### config.mk
export PLATFORM = sky130hd
export DESIGN_NAME = comparator
export DESIGN_NICKNAME = d
export VERILOG_FILES = /design/src/rtl/comparator_pkg.sv /design/src/rtl/comparator_core.sv /design/src/rtl/comparator.sv
export SDC_FILE = /design/constraint.sdc
export NUM_CORES = 1
export LEC_CHECK = 0
export CORE_AREA = 2 2 39 41
export DETAILED_ROUTE_END_ITERATION = 8
export DIE_AREA = 0 0 41 43
export GPL_ROUTABILITY_DRIVEN = 0
export PLACE_DENSITY = 0.43
export SYNTH_ARGS = -nofsm -noshare
export SYNTH_HDL_FRONTEND = slang
export SYNTH_HIERARCHICAL = 1
export SYNTH_SLANG_ARGS = --single-unit
### constraint.sdc
create_clock -name clk -period 0.8 [get_ports clk]
set_input_delay 0.2 -clock clk [delete_from_list [all_inputs] [get_ports clk]]
set_output_delay 0.2 -clock clk [all_outputs]
set_load 0.005 [all_outputs]
### src/rtl/comparator_pkg.sv
// comparator_pkg: shared width default and compare result encoding.
package comparator_pkg;
  localparam int DEFAULT_WIDTH = 3;
  typedef enum logic [1:0] {CMP_EQ, CMP_GT, CMP_LT} cmp_result_t;
endpackage

### src/rtl/comparator_core.sv
// comparator_core: combinational magnitude compare, unsigned or two's complement.
module comparator_core
  import comparator_pkg::*;
#(
  parameter int WIDTH      = DEFAULT_WIDTH,
  parameter bit SIGNED_CMP = 1'b0
) (
  input  logic [WIDTH-1:0] x,
  input  logic [WIDTH-1:0] y,
  output cmp_result_t      o_res
);
  // Flipping the sign bit maps two's-complement order onto unsigned order.
  localparam logic [WIDTH-1:0] MSB  = WIDTH'(1) << (WIDTH - 1);
  localparam logic [WIDTH-1:0] FLIP = SIGNED_CMP ? MSB : '0;
  logic [WIDTH-1:0] w_xa, w_ya;
  assign w_xa = x ^ FLIP;
  assign w_ya = y ^ FLIP;
  assign o_res = (x == y) ? CMP_EQ : (w_xa > w_ya) ? CMP_GT : CMP_LT;
endmodule

### src/rtl/comparator.sv
// comparator: registers the core's compare result as one-hot eq/gt/lt flags.
module comparator
  import comparator_pkg::*;
#(
  parameter int WIDTH      = DEFAULT_WIDTH,
  parameter bit SIGNED_CMP = 1'b0
) (
  input  logic             clk,
  input  logic             rst_n,
  input  logic [WIDTH-1:0] x,
  input  logic [WIDTH-1:0] y,
  output logic             eqo,
  output logic             gto,
  output logic             lto
);
  cmp_result_t w_res;
  comparator_core #(.WIDTH(WIDTH), .SIGNED_CMP(SIGNED_CMP)) u_core (
    .x     (x),
    .y     (y),
    .o_res (w_res)
  );
  always_ff @(posedge clk or negedge rst_n) begin
    if (!rst_n) begin
      eqo <= 1'b0;
      gto <= 1'b0;
      lto <= 1'b0;
    end else begin
      eqo <= (w_res == CMP_EQ);
      gto <= (w_res == CMP_GT);
      lto <= (w_res == CMP_LT);
    end
  end
endmodule

; After elaboration in Yosys (flattened, before gate mapping)
; Index checks and enable logic that the tools add are counted.
[op_classes]
muxes = 2
bitwise_logic = 0
addsub = 0
n_reduce_logical = 1
n_div = 0
shifts = 0
n_eq_ne = 3
order_cmp = 1
n_mul = 0
[op_table]
columns = op, count
row1 = $mux W2, 2
row2 = $eq A3 B3 Y1, 1
row3 = $gt A3 B3 Y1, 1
row4 = $eq A2 B1 Y1 const B, 1
row5 = $eq A2 B2 Y1 const B, 1
row6 = $logic_not A2 Y1, 1
[word_totals]
inputBits = 8
register_bits = 3
wordCells = 10
latch_bits = 0
out_inout_bits = 3
ramBits = 0
romBits = 0
memories = 0

; Depth between registers and ports, before layout
[depth]
ltp_word = 4
depth_mapped = 6

; Modules after synthesis
; The synthesis kept the hierarchy.
[by_module_without_submodules]
columns = mod, seq_area_each_um2, cells_per_inst, area_each_um2, n_inst
row1 = comparator_core, 0.0, 13, 95.1, 1
row2 = comparator, 75.1, 6, 93.8, 1

; Least setup slack after synthesis
; No wires, ideal clock.
[synth_timing]
path_type = input port to flip-flop
start = input y[1]
end = register lto
t_required_ps = 680
setup_slack_ps = -421
stages = 6
arrival_ps = 1101
n_path_buf = 0
path_cell_list = inv_1 > ha_1 > nor2b_1 > o21ai_1 > a32oi_1 > and2b_2
[synth_between]
elab_chain_len = 4
[synth_lines]
columns = item, line_no
row1 = start: declaration, comparator.sv:11  ; input logic [WIDTH-1:0] y,
row2 = $gt A3 B3 Y1, comparator_core.sv:18  ; assign o_res = (x == y) ? CMP_EQ : (w_xa > w_ya) ? CMP_GT : CMP_LT;
row3 = $mux W2, comparator_core.sv:18
row4 = $mux W2 (*), comparator_core.sv:18
row5 = via w_res[0], comparator.sv:16  ; cmp_result_t w_res;
row6 = $eq A2 B2 Y1 (*), comparator.sv:30  ; lto <= (w_res == CMP_LT);
row7 = end signal: assignment, comparator.sv:30
row8 = end: declaration, comparator.sv:14  ; output logic lto
; Mark *: on every way through the listed nets, which the timed path passes. The rest lies on a longest branch.

; Worst setup path in the final report
; Ends and elaborated chain as after synthesis.

==> metrics.md <==
| Metric | Value |
|---|---|
| Status | finished with violations |
| Failing checks | negative setup slack |
| Max clock buf depth | 2 |
| Initial core utilization | 13.65% |
| Netlist cell types | 11 |
| Post-CTS setup buffer count | 0 |
| Num Clock Sinks | 3 |
| Synthesized area | 188.9 um2 |
| Die Area | 1763 um2 |
| # nets final | 49 |
| Combinational group share of total power | 30.6% |
| Delay-heaviest family, CP | simple AND/OR/NAND/NOR gates |
| Final period demand of the worst path | 1.042 ns |
| Share of cells above drive strength 1 | 67.57% |
| DRT Pass-1 Iters | 1 |
| Most frequent cells in the layout | buf_2 (5), buf_4 (4), clkbuf_4 (3), dfrtp_1 (3), ha_4 (3) |
| Routed WL | 420 um |
| Post-Layout Inst Area | 395.4 um2 |
| Filler cells | 157 |
| Slew headroom | 87.19% |
| # rows | 14 |
| Core ar. | 1384 um2 |
| Sw Share | 23.53% |
| # port buffers | 10 |
| Crit path launch type | input pin |
| Crit-path max cell delay | 0.24 ns |
| Top Layer Used | met3 |
| Vias in the first global route | 213 |
| Tcrit/Tclk final | 130.2% |
| WP data required | 0.92 ns |
| Clock transition at path regs | 0.04 ns |
| Crit. End Element | flip-flop |
| Dpl cell area | 371.6 um2 |
| Met1 wire length | 164 um |
| Diode count | 0 |
| DR iter-0 viols | 0 |
| Met2 WL | 207 um |
| Max Cap Viol | 0 |
| Met3 WL post-DR | 48 um |
| Die Wd | 41 um |
| Post-route setup slack | -0.2418 ns |
| Crit-path cells | buf_8 -> inv_8 -> ha_4 -> nor2b_1 -> o21ai_1 -> a32oi_1 -> and2b_2 |
| Vias/cell | 3.736 |
| Drt drc | 0 |
| Hpwl dp | 336.1 um |
| CP max-delay cell | ha_4 |
| Kind of critical path | input pin to flip-flop |
| Fin. Hold Viols | 0 |
| Leakage | 0.0001916 uW |
| Total GRT Usage | 6.720% |
| Avg Cell Area, Syn | 9.944 um2 |
| RSZ-0062 raised after global routing | yes |
| Clk root buf | clkbuf_4 |
| Clock power share | 41.3% |
| Grt total ovfl | 0 |
| Largest net degree at the start of global routing | 4 |
| Final setup violation count | 6 |
| Initial antenna violation count | 0 |
| H-tree depth | 1 |
| Seq/Total Area, Yosys | 39.74% |
| Slew Viols, Final | 0 |
| CP arrival | 1.16 ns |
| Worst path bufs/invs | 2 |
| Hold buffer count at cts | 0 |
| Final core utilization | 28.57% |
| Actual slew at the worst max-slew pin | 0.1922 ns |
| Clock tree from TritonCTS | yes |
| Pwr Density | 1584 nW/um2 |
| Detailed-route wire length per cell | 7.925 um |
| Post-synth net total | 30 |
| First-pass GRT wire length | 759 um |
| Synth Warn # | 6 |
| Flops & latches, synth | 3 |
| Sequential cell fraction of total power | 28.1% |
| Area delta synth->final | 109.3% |
| Post-Syn Instances | 19 |
| F_max | 959.9 MHz |
| Switching power | 147.3 uW |
| Critical-path maximum fanout | 2 |
| Commonest non-fill, non-tap cell in the layout | buf_2 |
| Post-DRT Antenna Nets | 0 |
| Vias | 198 |
| Maximum vdd drop | 0.4826 mV |
| Internal power | 478.8 uW |
| CTS buffer count | 3 |
| Ports | 11 |
| Hold Crit Class | input pin to async pin |
| Die Height | 43 um |
## cells in the mapped netlist (all sizes together)
| master | instances | share of area (%) |
|---|---|---|
| ha | 3 | 20 |
| o21ai | 1 | 2.6 |
| and2b | 1 | 4.6 |
| dfrtp | 3 | 40 |
| nor2b | 2 | 6.6 |
| nor2 | 1 | 2.0 |
| a32oi | 1 | 4.6 |
| nand2b | 1 | 3.3 |
| a21o | 1 | 4.0 |
| inv | 4 | 7.9 |
| a21oi | 1 | 4.6 |
## registers in the layout, summed over array words and instances, names as in the netlist
register / cells
eqo: 1
lto: 1
gto: 1
## layout make-up
class	count	area, um2	share of cell area [%]
clock buffers	4	26.28	6.646
inverters	4	22.52	5.696
multi-input cells	12	143.9	36.39
well taps	16	20.02	5.063
flip-flops and latches	3	75.07	18.99
repair buffers	14	107.6	27.22
## power groups by stage
stage | registers [uW] | logic (uW) | clock network [uW]
2_1_floorplan | 183 | 77.5 | 0
3_3_place_gp | 179 | 198 | 0
3_5_place_dp | 179 | 203 | 0
4_1_cts | 176 | 195 | 272
5_1_grt | 178 | 215 | 293
6_report | 176 | 192 | 258
## metrics by stage
step / hold WS, ns / power, uW / TNS (ns) / cells / setup slack [ns]
after floorplan: -0.09559 / 260.3 / -0.8578 / 19 / -0.3812
after global placement: 0.3859 / 377.0 / -3.433 / 49 / -0.9833
after detailed placement: 0.3942 / 381.9 / -3.485 / 49 / -0.9979
after CTS: 0.1501 / 644.1 / -0.9381 / 53 / -0.2359
after global routing: 0.1497 / 686.0 / -1.221 / 53 / -0.3024
final: 0.1537 / 626.1 / -0.9156 / 53 / -0.2418
## worst paths after layout
kind	endpoint	slack, ns	start	depth (start not counted)
setup / recovery	lto	-0.24	y[1]	7
hold / removal	lto	0.15	rst_n	1
max in group asynchronous	gto	0.50	rst_n	1
min in group clk	eqo	0.45	x[1]	5
## cells by family (layout without fill, tap and decap cells)
group | after synthesis | count (layout) | share of synthesized area, %
fa+ha+maj | 3 | 3 | 19.87
flops | 3 | 3 | 39.73
simple gates | 5 | 5 | 16.56
compound gates | 4 | 4 | 15.89
buf+inv | 4 | 22 | 7.945
## per-layer routing
metal / global-route usage (%) / up-vias
met5: 0 / -
met4: 4.000 / 0
met3: 4.712 / 0
met2: 10.31 / 11
met1: 6.090 / 88
li1: - / 99
## repair_timing
item	CTS	global route
cloned	0	0
pin swaps	7	2
resized for setup	40	1
setup endpoints to repair	6	6
No activity file was read; power rests on OpenSTA's default activity.
